===== config.mk =====
export PLATFORM = sky130hd
export DESIGN_NAME = core_hazard_ctrl
export DESIGN_NICKNAME = d
export VERILOG_FILES = /design/src/rtl/core_hazard_ctrl_pkg.sv /design/src/rtl/core_fwd_sel.sv /design/src/rtl/core_hazard_ctrl.sv
export SDC_FILE = /design/constraint.sdc
export NUM_CORES = 1
export LEC_CHECK = 0
export CORE_MARGIN = 4
export CORE_UTILIZATION = 40
export DETAILED_ROUTE_END_ITERATION = 8
export DONT_BUFFER_PORTS = 1
export RECOVER_POWER = 50
export SYNTH_ARGS = -nofsm -noshare
export SYNTH_HDL_FRONTEND = slang
export SYNTH_HIERARCHICAL = 1
export SYNTH_SLANG_ARGS = --single-unit

===== constraint.sdc =====
create_clock -name i_Clk -period 2.1 [get_ports i_Clk]
set_clock_uncertainty 0.1 [all_clocks]
set_input_delay 0.42 -clock i_Clk [delete_from_list [all_inputs] [get_ports i_Clk]]
set_output_delay 0.42 -clock i_Clk [all_outputs]
set_load 0.01 [all_outputs]

===== src/rtl/core_hazard_ctrl_pkg.sv =====
// Shared encodings for the KayRV32 hazard/event controller: forward selects, FSM states, event bits.
// No logic; no latency.
// No flow control.
package core_hazard_ctrl_pkg;

    localparam logic [1:0] FWD_RF = 2'b00;
    localparam logic [1:0] FWD_MA = 2'b01;
    localparam logic [1:0] FWD_WB = 2'b10;

    typedef enum logic [1:0] {
        ST_RUN     = 2'd0,
        ST_LDSTALL = 2'd1,
        ST_HALT    = 2'd2
    } hz_state_t;

    // Event bus bit positions for the default four-bit bus; IF is always the top bit.
    localparam int EV_WB = 0;
    localparam int EV_MA = 1;
    localparam int EV_EX = 2;
    localparam int EV_IF = 3;

endpackage


===== src/rtl/core_fwd_sel.sv =====
// Per-operand forwarding comparator: picks MA result, then WB result, else register file.
// Combinational, zero latency.
// No flow control.
module core_fwd_sel
    import core_hazard_ctrl_pkg::*;
#(
    parameter int RF_ADDR_W = 5
) (
    input  logic [RF_ADDR_W-1:0] rs_addr,
    input  logic                 ma_wr_en,
    input  logic [RF_ADDR_W-1:0] ma_rd_addr,
    input  logic                 wb_wr_en,
    input  logic [RF_ADDR_W-1:0] wb_rd_addr,
    output logic [1:0]           fwd_sel
);

    always_comb begin
        fwd_sel = FWD_RF;
        if (ma_wr_en && (ma_rd_addr != '0) && (ma_rd_addr == rs_addr)) begin
            fwd_sel = FWD_MA;
        end else if (wb_wr_en && (wb_rd_addr != '0) && (wb_rd_addr == rs_addr)) begin
            fwd_sel = FWD_WB;
        end
    end

endmodule


===== src/rtl/core_hazard_ctrl.sv =====
// Pipeline hazard/event controller: forwarding selects, load-use stalls, branch flushes, halting events.
// Stall/flush/forward are same-cycle combinational; o_Interrupt/o_Cause register one cycle after the event.
// Stages hold while o_StallEn is high; HALT holds until acknowledged (sticky) or for one cycle.
module core_hazard_ctrl
    import core_hazard_ctrl_pkg::*;
#(
    parameter int RF_ADDR_W  = 5,
    parameter int EVENT_W    = 4,
    parameter int LOAD_LAT   = 1,
    parameter int IRQ_STICKY = 1
) (
    input  logic                         i_Clk,
    input  logic                         i_Rst,
    input  logic [EVENT_W-1:0]           i_EventBus,
    input  logic                         i_IRQ_Ack,
    input  logic [RF_ADDR_W-1:0]         i_ID_rs1_Addr,
    input  logic [RF_ADDR_W-1:0]         i_ID_rs2_Addr,
    input  logic                         i_ID_rs1_Used,
    input  logic                         i_ID_rs2_Used,
    input  logic [RF_ADDR_W-1:0]         i_EX_rs1_Addr,
    input  logic [RF_ADDR_W-1:0]         i_EX_rs2_Addr,
    input  logic                         i_EX_rd_wr_En,
    input  logic                         i_EX_Load_En,
    input  logic [RF_ADDR_W-1:0]         i_EX_rd_Addr,
    input  logic                         i_MA_rd_wr_En,
    input  logic                         i_MA_Store_En,
    input  logic [RF_ADDR_W-1:0]         i_MA_rd_Addr,
    input  logic [RF_ADDR_W-1:0]         i_MA_rs2_Addr,
    input  logic                         i_WB_rd_wr_En,
    input  logic [RF_ADDR_W-1:0]         i_WB_rd_Addr,
    input  logic                         i_EX_Branch_En,
    output logic [1:0]                   o_forward_op1,
    output logic [1:0]                   o_forward_op2,
    output logic                         o_forward_opM,
    output logic                         o_StallEn,
    output logic                         o_FlushEn_IFID,
    output logic                         o_FlushEn_EX,
    output logic                         o_Interrupt,
    output logic [$clog2(EVENT_W)-1:0]   o_Cause,
    output logic                         o_Stall
);

    localparam int CNT_W   = $clog2(LOAD_LAT + 1);
    localparam int CAUSE_W = $clog2(EVENT_W);

    hz_state_t          state;
    logic [CNT_W-1:0]   cnt;
    logic               event_any;
    logic               load_use;
    logic [CAUSE_W-1:0] event_idx;

    core_fwd_sel #(.RF_ADDR_W(RF_ADDR_W)) u_fwd_op1 (
        .rs_addr    (i_EX_rs1_Addr),
        .ma_wr_en   (i_MA_rd_wr_En),
        .ma_rd_addr (i_MA_rd_Addr),
        .wb_wr_en   (i_WB_rd_wr_En),
        .wb_rd_addr (i_WB_rd_Addr),
        .fwd_sel    (o_forward_op1)
    );

    core_fwd_sel #(.RF_ADDR_W(RF_ADDR_W)) u_fwd_op2 (
        .rs_addr    (i_EX_rs2_Addr),
        .ma_wr_en   (i_MA_rd_wr_En),
        .ma_rd_addr (i_MA_rd_Addr),
        .wb_wr_en   (i_WB_rd_wr_En),
        .wb_rd_addr (i_WB_rd_Addr),
        .fwd_sel    (o_forward_op2)
    );

    assign o_forward_opM = i_MA_Store_En && i_WB_rd_wr_En && (i_WB_rd_Addr != '0)
                           && (i_WB_rd_Addr == i_MA_rs2_Addr);

    assign event_any = |i_EventBus;

    assign load_use = i_EX_Load_En && i_EX_rd_wr_En && (i_EX_rd_Addr != '0)
                      && (((i_EX_rd_Addr == i_ID_rs1_Addr) && i_ID_rs1_Used)
                          || ((i_EX_rd_Addr == i_ID_rs2_Addr) && i_ID_rs2_Used));

    // Highest set bit wins the cause.
    always_comb begin
        event_idx = '0;
        for (int i = 0; i < EVENT_W; i++) begin
            if (i_EventBus[i]) event_idx = CAUSE_W'(i);
        end
    end

    // A taken event flushes everything, including out of a load stall.
    always_comb begin
        o_StallEn      = 1'b0;
        o_FlushEn_IFID = 1'b0;
        o_FlushEn_EX   = 1'b0;
        if (!i_Rst) begin
            case (state)
                ST_RUN: begin
                    if (event_any) begin
                        o_StallEn      = 1'b1;
                        o_FlushEn_IFID = 1'b1;
                        o_FlushEn_EX   = 1'b1;
                    end else if (i_EX_Branch_En) begin
                        o_FlushEn_IFID = 1'b1;
                        o_FlushEn_EX   = 1'b1;
                    end else if (load_use) begin
                        o_StallEn    = 1'b1;
                        o_FlushEn_EX = 1'b1;
                    end
                end
                ST_LDSTALL: begin
                    o_StallEn      = 1'b1;
                    o_FlushEn_EX   = 1'b1;
                    o_FlushEn_IFID = event_any;
                end
                ST_HALT: begin
                    o_StallEn      = 1'b1;
                    o_FlushEn_IFID = 1'b1;
                    o_FlushEn_EX   = 1'b1;
                end
                default: ;
            endcase
        end
    end

    assign o_Stall = o_StallEn;

    always_ff @(posedge i_Clk) begin
        if (i_Rst) begin
            state       <= ST_RUN;
            cnt         <= '0;
            o_Interrupt <= 1'b0;
            o_Cause     <= '0;
        end else begin
            case (state)
                ST_RUN: begin
                    if (event_any) begin
                        state       <= ST_HALT;
                        cnt         <= '0;
                        o_Interrupt <= 1'b1;
                        o_Cause     <= event_idx;
                    end else if (!i_EX_Branch_En && load_use && (LOAD_LAT > 1)) begin
                        state <= ST_LDSTALL;
                        cnt   <= CNT_W'(LOAD_LAT - 1);
                    end
                end
                ST_LDSTALL: begin
                    if (event_any) begin
                        state       <= ST_HALT;
                        cnt         <= '0;
                        o_Interrupt <= 1'b1;
                        o_Cause     <= event_idx;
                    end else if (cnt == CNT_W'(1)) begin
                        state <= ST_RUN;
                        cnt   <= '0;
                    end else begin
                        cnt <= cnt - 1'b1;
                    end
                end
                ST_HALT: begin
                    if ((IRQ_STICKY == 0) || i_IRQ_Ack) begin
                        state       <= ST_RUN;
                        o_Interrupt <= 1'b0;
                    end
                end
                default: state <= ST_RUN;
            endcase
        end
    end

endmodule


# After elaboration in Yosys (flattened, before gate mapping)
# Index checks and enable logic that the tools add are counted.
dict set report op_classes {
  n_reduce_logical 28
  eq_ne 13
  muxes 32
  n_addsub 1
}
# cell n
set op_table {}
lappend op_table {{$eq A5 B5 Y1} 7}
lappend op_table {{$mux W2} 10}
lappend op_table {{$mux W1} 16}
lappend op_table {{$reduce_bool A5 Y1} 3}
lappend op_table {{$logic_and A1 B1 Y1} 14}
lappend op_table {{$pmux W1 S2} 4}
lappend op_table {{$pmux W2 S3} 1}
lappend op_table {{$reduce_and A3 Y1} 2}
lappend op_table {{$ne A2 B2 Y1 const B} 2}
lappend op_table {{$reduce_and A2 Y1} 2}
lappend op_table {{$reduce_bool A2 Y1} 2}
lappend op_table {{$reduce_or A2 Y1} 2}
lappend op_table {{$reduce_or A4 Y1} 1}
lappend op_table {{$ne A3 B3 Y1 const B} 1}
lappend op_table {{$pmux W1 S3} 1}
lappend op_table {{$eq A2 B1 Y1 const B} 1}
lappend op_table {{$eq A2 B2 Y1 const B} 1}
lappend op_table {{$logic_not A2 Y1} 1}
lappend op_table {{$ne A2 B1 Y1 const B} 1}
lappend op_table {{$logic_or A1 B1 Y1} 1}
lappend op_table {{$sub A1 B1 Y1 const B} 1}
dict set report word_totals {
  out_inout_bits 12
  input_bits 55
  wordCells 78
  regBits 6
}

# Depth between registers and ports, before layout
# Gate-level depths: netlist of the first run.
dict set report depth {
  depth_word 9
  ltp_mapped 5
  ltp_nobuf 4
}

# Modules after synthesis
# Netlist of the first run, hierarchy kept.
# mod cells_each area_each_um2 instances
set by_module_without_submodules {}
lappend by_module_without_submodules {core_hazard_ctrl 48 377.9 1}
lappend by_module_without_submodules {core_fwd_sel 20 151.4 2}

# Worst setup path before layout of the first run
# Ideal clock, no wire load.
dict set report synth_timing {
  kind {in2out}
  start {input i_EX_rd_Addr[3]}
  end {output o_StallEn}
  arrival_time_ns 1.490
  path_slack_ns 0.090
  stages 5
  cell_sequence {xor2_1 > nor4_2 > a32oi_1 > o31ai_2 > buf_4}
}
dict set report synth_between {
  elab_chain_cells 9
  elab_cells_between_ends 13
  cone_classes {2 x eq/ne; 5 x mux; 6 x reduce/logical}
}
# item line
set synth_rtl {}
lappend synth_rtl {{start, declared} core_hazard_ctrl.sv:24} ;# input logic [RF_ADDR_W-1:0] i_EX_rd_Addr,
lappend synth_rtl {{$eq A5 B5 Y1 (on tied branches)} {core_hazard_ctrl.sv:76, core_hazard_ctrl.sv:77}}
lappend synth_rtl {{$logic_and A1 B1 Y1 (on tied branches)} {core_hazard_ctrl.sv:76, core_hazard_ctrl.sv:77}}
lappend synth_rtl {{$logic_or A1 B1 Y1} core_hazard_ctrl.sv:77} ;# || ((i_EX_rd_Addr == i_ID_rs2_Addr) && i_ID_rs2_Used));
lappend synth_rtl {{$logic_and A1 B1 Y1 *} core_hazard_ctrl.sv:76} ;# && (((i_EX_rd_Addr == i_ID_rs1_Addr) && i_ID_rs1_Used)
lappend synth_rtl {{$mux W1 *} core_hazard_ctrl.sv:102} ;# end else if (load_use) begin
lappend synth_rtl {{$mux W1 *} core_hazard_ctrl.sv:99} ;# end else if (i_EX_Branch_En) begin
lappend synth_rtl {{$mux W1 *} core_hazard_ctrl.sv:95} ;# if (event_any) begin
lappend synth_rtl {{$pmux W1 S2 *} core_hazard_ctrl.sv:93} ;# case (state)
lappend synth_rtl {{$mux W1 *} core_hazard_ctrl.sv:92} ;# if (!i_Rst) begin
lappend synth_rtl {{end, declared} core_hazard_ctrl.sv:35} ;# output logic o_StallEn,
# Every way passes the cells marked *; elsewhere a longest branch is shown, timed or not.

==> results_dict.tcl, run 1 <==
set metrics [dict create \
    fmax_mhz 512 \
    synthFlopType "dfxtp_1" \
    wl_per_cell_um 17.1 \
    core_um2 1560 \
    p_comb_share_pct 35.3 \
    grt_use_total_pct 15.4 \
    synthCells 88 \
    dieArea_um2 2430 \
    diodes 0 \
    antenna_found_initial 0 \
    worstSetupStartpointType "flip-flop" \
    finalHoldViolations 0 \
    numCtsBuffers 3 \
    powerDensity_nw_per_um2 364 \
    p_sw_share_pct 28.3 \
    critical_path.max_stage_delay_ps 380 \
    holdBufCountCts 0 \
    fin_crit_sh_pct 93.0 \
    power_switching_w 0.0000743 \
    drc_errors 0 \
    syn_avg_cell_area_um2 7.73 \
    path_clk_slew_ps 40 \
    ios 67 \
    critPathBufInv 0 \
    nets 148 \
    setup_tns_ps 0 \
    maxSlewViolCount 0 \
    overflow 0 \
    ant_nets 0 \
    post-place-ws_ps 141 \
    cts-root-buf "clkbuf_4" \
    ys_async_sr_fraction_pct 0 \
    synthTopCellsByArea "xnor2_1 21%, xor2_1 18%, dfxtp_1 8.8%" \
    rows 14 \
    slew_headroom_pct 60.4 \
    worstPathCellList "nor4b_1 > a21oi_1 > o21bai_1" \
    grt_max_degree 8 \
    crit_type "reg2out" \
    mappedNetlistArea_um2 681 \
    power_leakage_nw 0.226 \
    internal_power_w 0.000189 \
    ir_drop_v 0.000179 \
    viasPerCell 6.16 \
    wl_um 1850 \
    rsz0062_at_grt "no" \
    dp.cells 104 \
    htree_levels 1 \
    grt_pass1_wl_um 2990 \
    critical_path.max_fanout 7 \
    cpLargestDelayFamily "compound AO/OA/AOI/OAI gates" \
    synth_common_cells "16 x xnor2_1, 14 x xor2_1, 6 x a21oi_1" \
    first_pass_iters 4 \
    cts_buffer_depth 2 \
    setup_viol_count_final 0 \
    final.min_clock_period_ps 1950 \
    worst_pin_slew_ps 591 \
    drv_cap 0 \
    die_w_um 49.3 \
    synth_edf_count 0 \
    instances_no_fill 108 \
    port_buffers 0 \
    fp.dieH_um 49.3 \
    p_seq_share_pct 26.1 \
    setup_ws_ps 148 \
    synth_top_area_share_pct 20.6 \
    ys_warn_count 6 \
    seq_area_frac_synth_pct 8.82 \
    grt_pass1_vias 688 \
    initial_core_util_pct 43.7 \
    yosysMostFrequentCell "xnor2_1" \
    place_congestion 0.741 \
    yosys.area.top_type "xnor2_1" \
    power_frac_clock_pct 38.6 \
    cts_sinks 3 \
    cts.repair.resized 0 \
    final_core_util_pct 46.3 \
    vias 665 \
    clk_latency_ps 230 \
    layout-drive-gt1-share_pct 13.0 \
    syn_to_final_growth_pct 6.07 \
    cts_tree "done" \
    synth.net_count 143 \
    status "completed" \
    crit_required_ps 1580 \
    postCtsSetupBuffers 0 \
    ys_ff_latch 3 \
    crit_arrival_ps 1430 \
    worstSetupEndpointType "primary output" \
    synth_cell_type_count 27 \
    cp_slowest_cell "nor4b_1" \
    drtIter0Drc 6 \
    dp_hpwl_um 1670 \
    hp-class "in2reg" \
]
[final cells by class]
class | count | area, µm²
Fill cell | 162 | 837
Multi-Input combinational cell | 82 | 601
Sequential cell | 3 | 60.1
Clock buffer | 4 | 26.3
Tap cell | 16 | 20.0
Timing Repair Buffer | 1 | 7.51
Inverter | 2 | 7.51
[per-stage QoR]
stage | cell area [µm²] | power [W] | hold WS, ps
floorplan | 681 | 0.000155 | 388
global placement | 701 | 0.000162 | 391
detailed placement | 701 | 0.000164 | 392
CTS | 727 | 0.000269 | 144
global route | 722 | 0.000285 | 138
finish | 722 | 0.000263 | 149
[metal layers]
| metal | track usage [%] | share of wire (%) | vias up |
|---|---|---|---|
| li1 | - | - | 330 |
| met1 | 15.3 | 34 | 295 |
| met2 | 26.6 | 51 | 36 |
| met3 | 7.65 | 13 | 4 |
| met4 | 7.11 | 1.5 | 0 |
| met5 | 0 | 0 | - |
[cell usage in the layout (no fill, tap or decap), types with 2 or more instances in the layout]
cell / n
a21oi_1: 6
clkbuf_4: 3
dfxtp_1: 3
inv_1: 2
nand2_1: 5
nand3_1: 5
nor2_1: 5
nor3_1: 4
nor3_2: 2
nor4_1: 4
o21ai_0: 3
o21bai_1: 3
o41ai_2: 2
xnor2_1: 16
xor2_1: 14
[power groups by stage]
| stage | sequential (W) | clock, W | combinational (W) |
|---|---|---|---|
| 3_3_place_gp | 0.0000696 | 0 | 0.0000924 |
| 4_1_cts | 0.0000688 | 0.000105 | 0.0000947 |
| 3_5_place_dp | 0.0000697 | 0 | 0.0000945 |
| 6_report | 0.0000686 | 0.000101 | 0.0000928 |
| 5_1_grt | 0.0000695 | 0.000111 | 0.000104 |
| 2_1_floorplan | 0.0000685 | 0 | 0.0000861 |
[state kept, by name, indices dropped and copies added, names as in the netlist]
| name | flops |
|---|---|
| o_Interrupt | 1 |
| o_Cause | 2 |
[path summary, 6_finish.rpt]
| kind | end | from | cells after the start | slack, ps |
|---|---|---|---|---|
| worst max register to register | o_Interrupt$_SDFFE_PP0P_ | o_Interrupt$_SDFFE_PP0P_ | 3 | 890 |
| worst min-delay path | o_Cause[1]$_SDFFE_PP0P_ | i_Rst | 1 | 150 |
| worst max-delay path | o_FlushEn_EX | o_Interrupt$_SDFFE_PP0P_ | 3 | 150 |
| worst min register to register | o_Cause[1]$_SDFFE_PP0P_ | o_Cause[1]$_SDFFE_PP0P_ | 2 | 410 |
[cell families (layout without fill, tap and decap cells)]
group,count (synthesis),after routing,share of synthesized area [%]
xor+xnor,30,30,38.6
compound gates,20,20,23.5
buf+inv,3,7,2.21
simple gates,32,32,26.8
flops,3,3,8.82
(Power assumes the default switching activity.)
==> inputs of run 2 (changes only) <==
Settings changed: CELL_PAD_IN_SITES_DETAIL_PLACEMENT from default to 1, CELL_PAD_IN_SITES_GLOBAL_PLACEMENT from default to 1, CORE_UTILIZATION 40 to 38, PLACE_DENSITY_LB_ADDON from default to 0.1.
==> run 2 against run 1 <==
Count of clock-buffer cells in the layout did not move. Non-clock buffer count is the same. Die area grew 4.4%. Total power up 0.99%. Routed wire length is 2.7% higher. First-iteration DRC count is 33% lower. Largest cell class unchanged.
==> results_dict.tcl, run 2 (same netlist as run 1, synthesis figures left out) <==
set metrics [dict create \
    syn_to_final_growth_pct 7.72 \
    final_core_util_pct 42.9 \
    cts_tree "done" \
    grt_pass1_vias 715 \
    first_pass_iters 3 \
    grt_use_total_pct 15.3 \
    grt_pass1_wl_um 3020 \
    rsz0062_at_grt "no" \
    n_fill_cell 228 \
    layout-drive-gt1-share_pct 13.0 \
    maxSlewViolCount 0 \
    reg2reg_to "o_Interrupt$_SDFFE_PP0P_" \
    dpl_cell_area_um2 712 \
    diodes 0 \
    ff2ff_path_depth 3 \
    worstSetupStartpointType "flip-flop" \
    rrSetupSlack_ps 850 \
    final_cell_area_um2 733 \
    powerDensity_nw_per_um2 362 \
    final-seq-area_um2 60.1 \
    place_congestion 0.747 \
    fin_crit_sh_pct 94.8 \
    fp.dieH_um 50.3 \
    whs_path_depth 1 \
    final.min_clock_period_ps 1990 \
    initial_core_util_pct 39.9 \
    hold_path.startpoint "i_Rst" \
    postCtsSetupBuffers 0 \
    clk_latency_ps 230 \
    overflow 0 \
    path_clk_slew_ps 40 \
    crit_arrival_ps 1470 \
    port_buffers 0 \
    antenna_found_initial 0 \
    worst_pin_slew_ps 611 \
    cts-root-buf "clkbuf_4" \
    cts_sinks 3 \
    setup_viol_count_final 0 \
    largest_reg_flops 2 \
    final_common_cell "xnor2_1" \
    rows 15 \
    ant_nets 0 \
    holdBufCountCts 0 \
    setup_tns_ps 0 \
    multi_input_area_um2 601 \
    layout_common_cells "16 x xnor2_1, 14 x xor2_1, 6 x a21oi_1" \
    holdPathEnd "o_Cause[1]$_SDFFE_PP0P_" \
    fmax_mhz 502 \
    drc_errors 0 \
    dieArea_um2 2530 \
    crit_required_ps 1580 \
    finalHoldViolations 0 \
    power_leakage_nw 0.226 \
    r2r_start "o_Interrupt$_SDFFE_PP0P_" \
    grt_max_degree 8 \
    crit_type "reg2out" \
    drtIter0Drc 4 \
    critical_path.max_fanout 7 \
    whs_ps 150 \
    dp_hpwl_um 1760 \
    hp-class "in2reg" \
    cts_buffer_depth 2 \
    die_w_um 50.3 \
    numCtsBuffers 3 \
    viasPerCell 5.56 \
    wl_per_cell_um 16.2 \
    vias 650 \
    ios 67 \
    nets 148 \
    status "completed" \
    top_register "o_Cause" \
    worstSetupEndpointType "primary output" \
    slew_headroom_pct 59.0 \
    core_um2 1710 \
    layout_top_registers "o_Cause x2, o_Interrupt x1" \
    ir_drop_v 0.000155 \
    htree_levels 1 \
    wl_um 1900 \
    drv_cap 0 \
    cts.repair.resized 0 \
]
[run 2: cell counts in the layout (fill, tap and decap cells not counted)]
No cell type changed its count.
[run 2: how the worst max path moves through the flow]
stage	end	start	cells after the start	slack, ps
after detailed placement	o_StallEn	i_EX_rd_Addr[3]	5	160
after floorplan	o_StallEn	i_EX_rd_Addr[3]	5	90
after global placement	o_StallEn	i_EX_rd_Addr[3]	5	180
after global routing	o_FlushEn_EX	o_Interrupt$_SDFFE_PP0P_	3	30
final	o_FlushEn_EX	o_Interrupt$_SDFFE_PP0P_	3	110
after CTS	o_FlushEn_EX	o_Interrupt$_SDFFE_PP0P_	3	80
[run 2: final cells by class]
cell class,count,area share [%]
timing repair buffer,1,1.02
inverter,2,1.02
clock buffer,4,3.58
tap,25,4.27
sequential,3,8.19
multi-input combinational,82,81.9
[run 2: report_power, final]
group          internal [W]   total, W  switching (W)
Sequential        0.0000622  0.0000686     0.00000647
Combinational     0.0000551  0.0000947      0.0000396
Clock             0.0000713   0.000102      0.0000308
Total              0.000189   0.000265      0.0000769
[run 2: through the flow]
stage	power, W	worst slack (ps)	instances
3_3_place_gp	0.000163	182	113
6_report	0.000265	109	117
2_1_floorplan	0.000155	90.5	88
5_1_grt	0.000296	34.1	117
4_1_cts	0.000274	84.9	117
3_5_place_dp	0.000167	161	113
[run 2: metal layers]
| metal | up-vias | part of all wire, % | global-route usage [%] |
|---|---|---|---|
| li1 | 325 | - | - |
| met1 | 292 | 37 | 16.8 |
| met2 | 33 | 51 | 26.3 |
| met3 | 0 | 13 | 7.12 |
| met4 | 0 | 0 | 4.04 |
| met5 | - | 0 | 0 |
[run 2: critical path: stages, from the launching register on]
cell	delay (ps)
dfxtp_1	370
nor4b_1	410
a21oi_1	210
o21bai_1	250
==> inputs of run 3 (changes only) <==
Settings changed: CTS_CLUSTER_SIZE from default to 40.
==> results of run 3 <==
Final layout, timing and power as in run 2 (identical DEF).
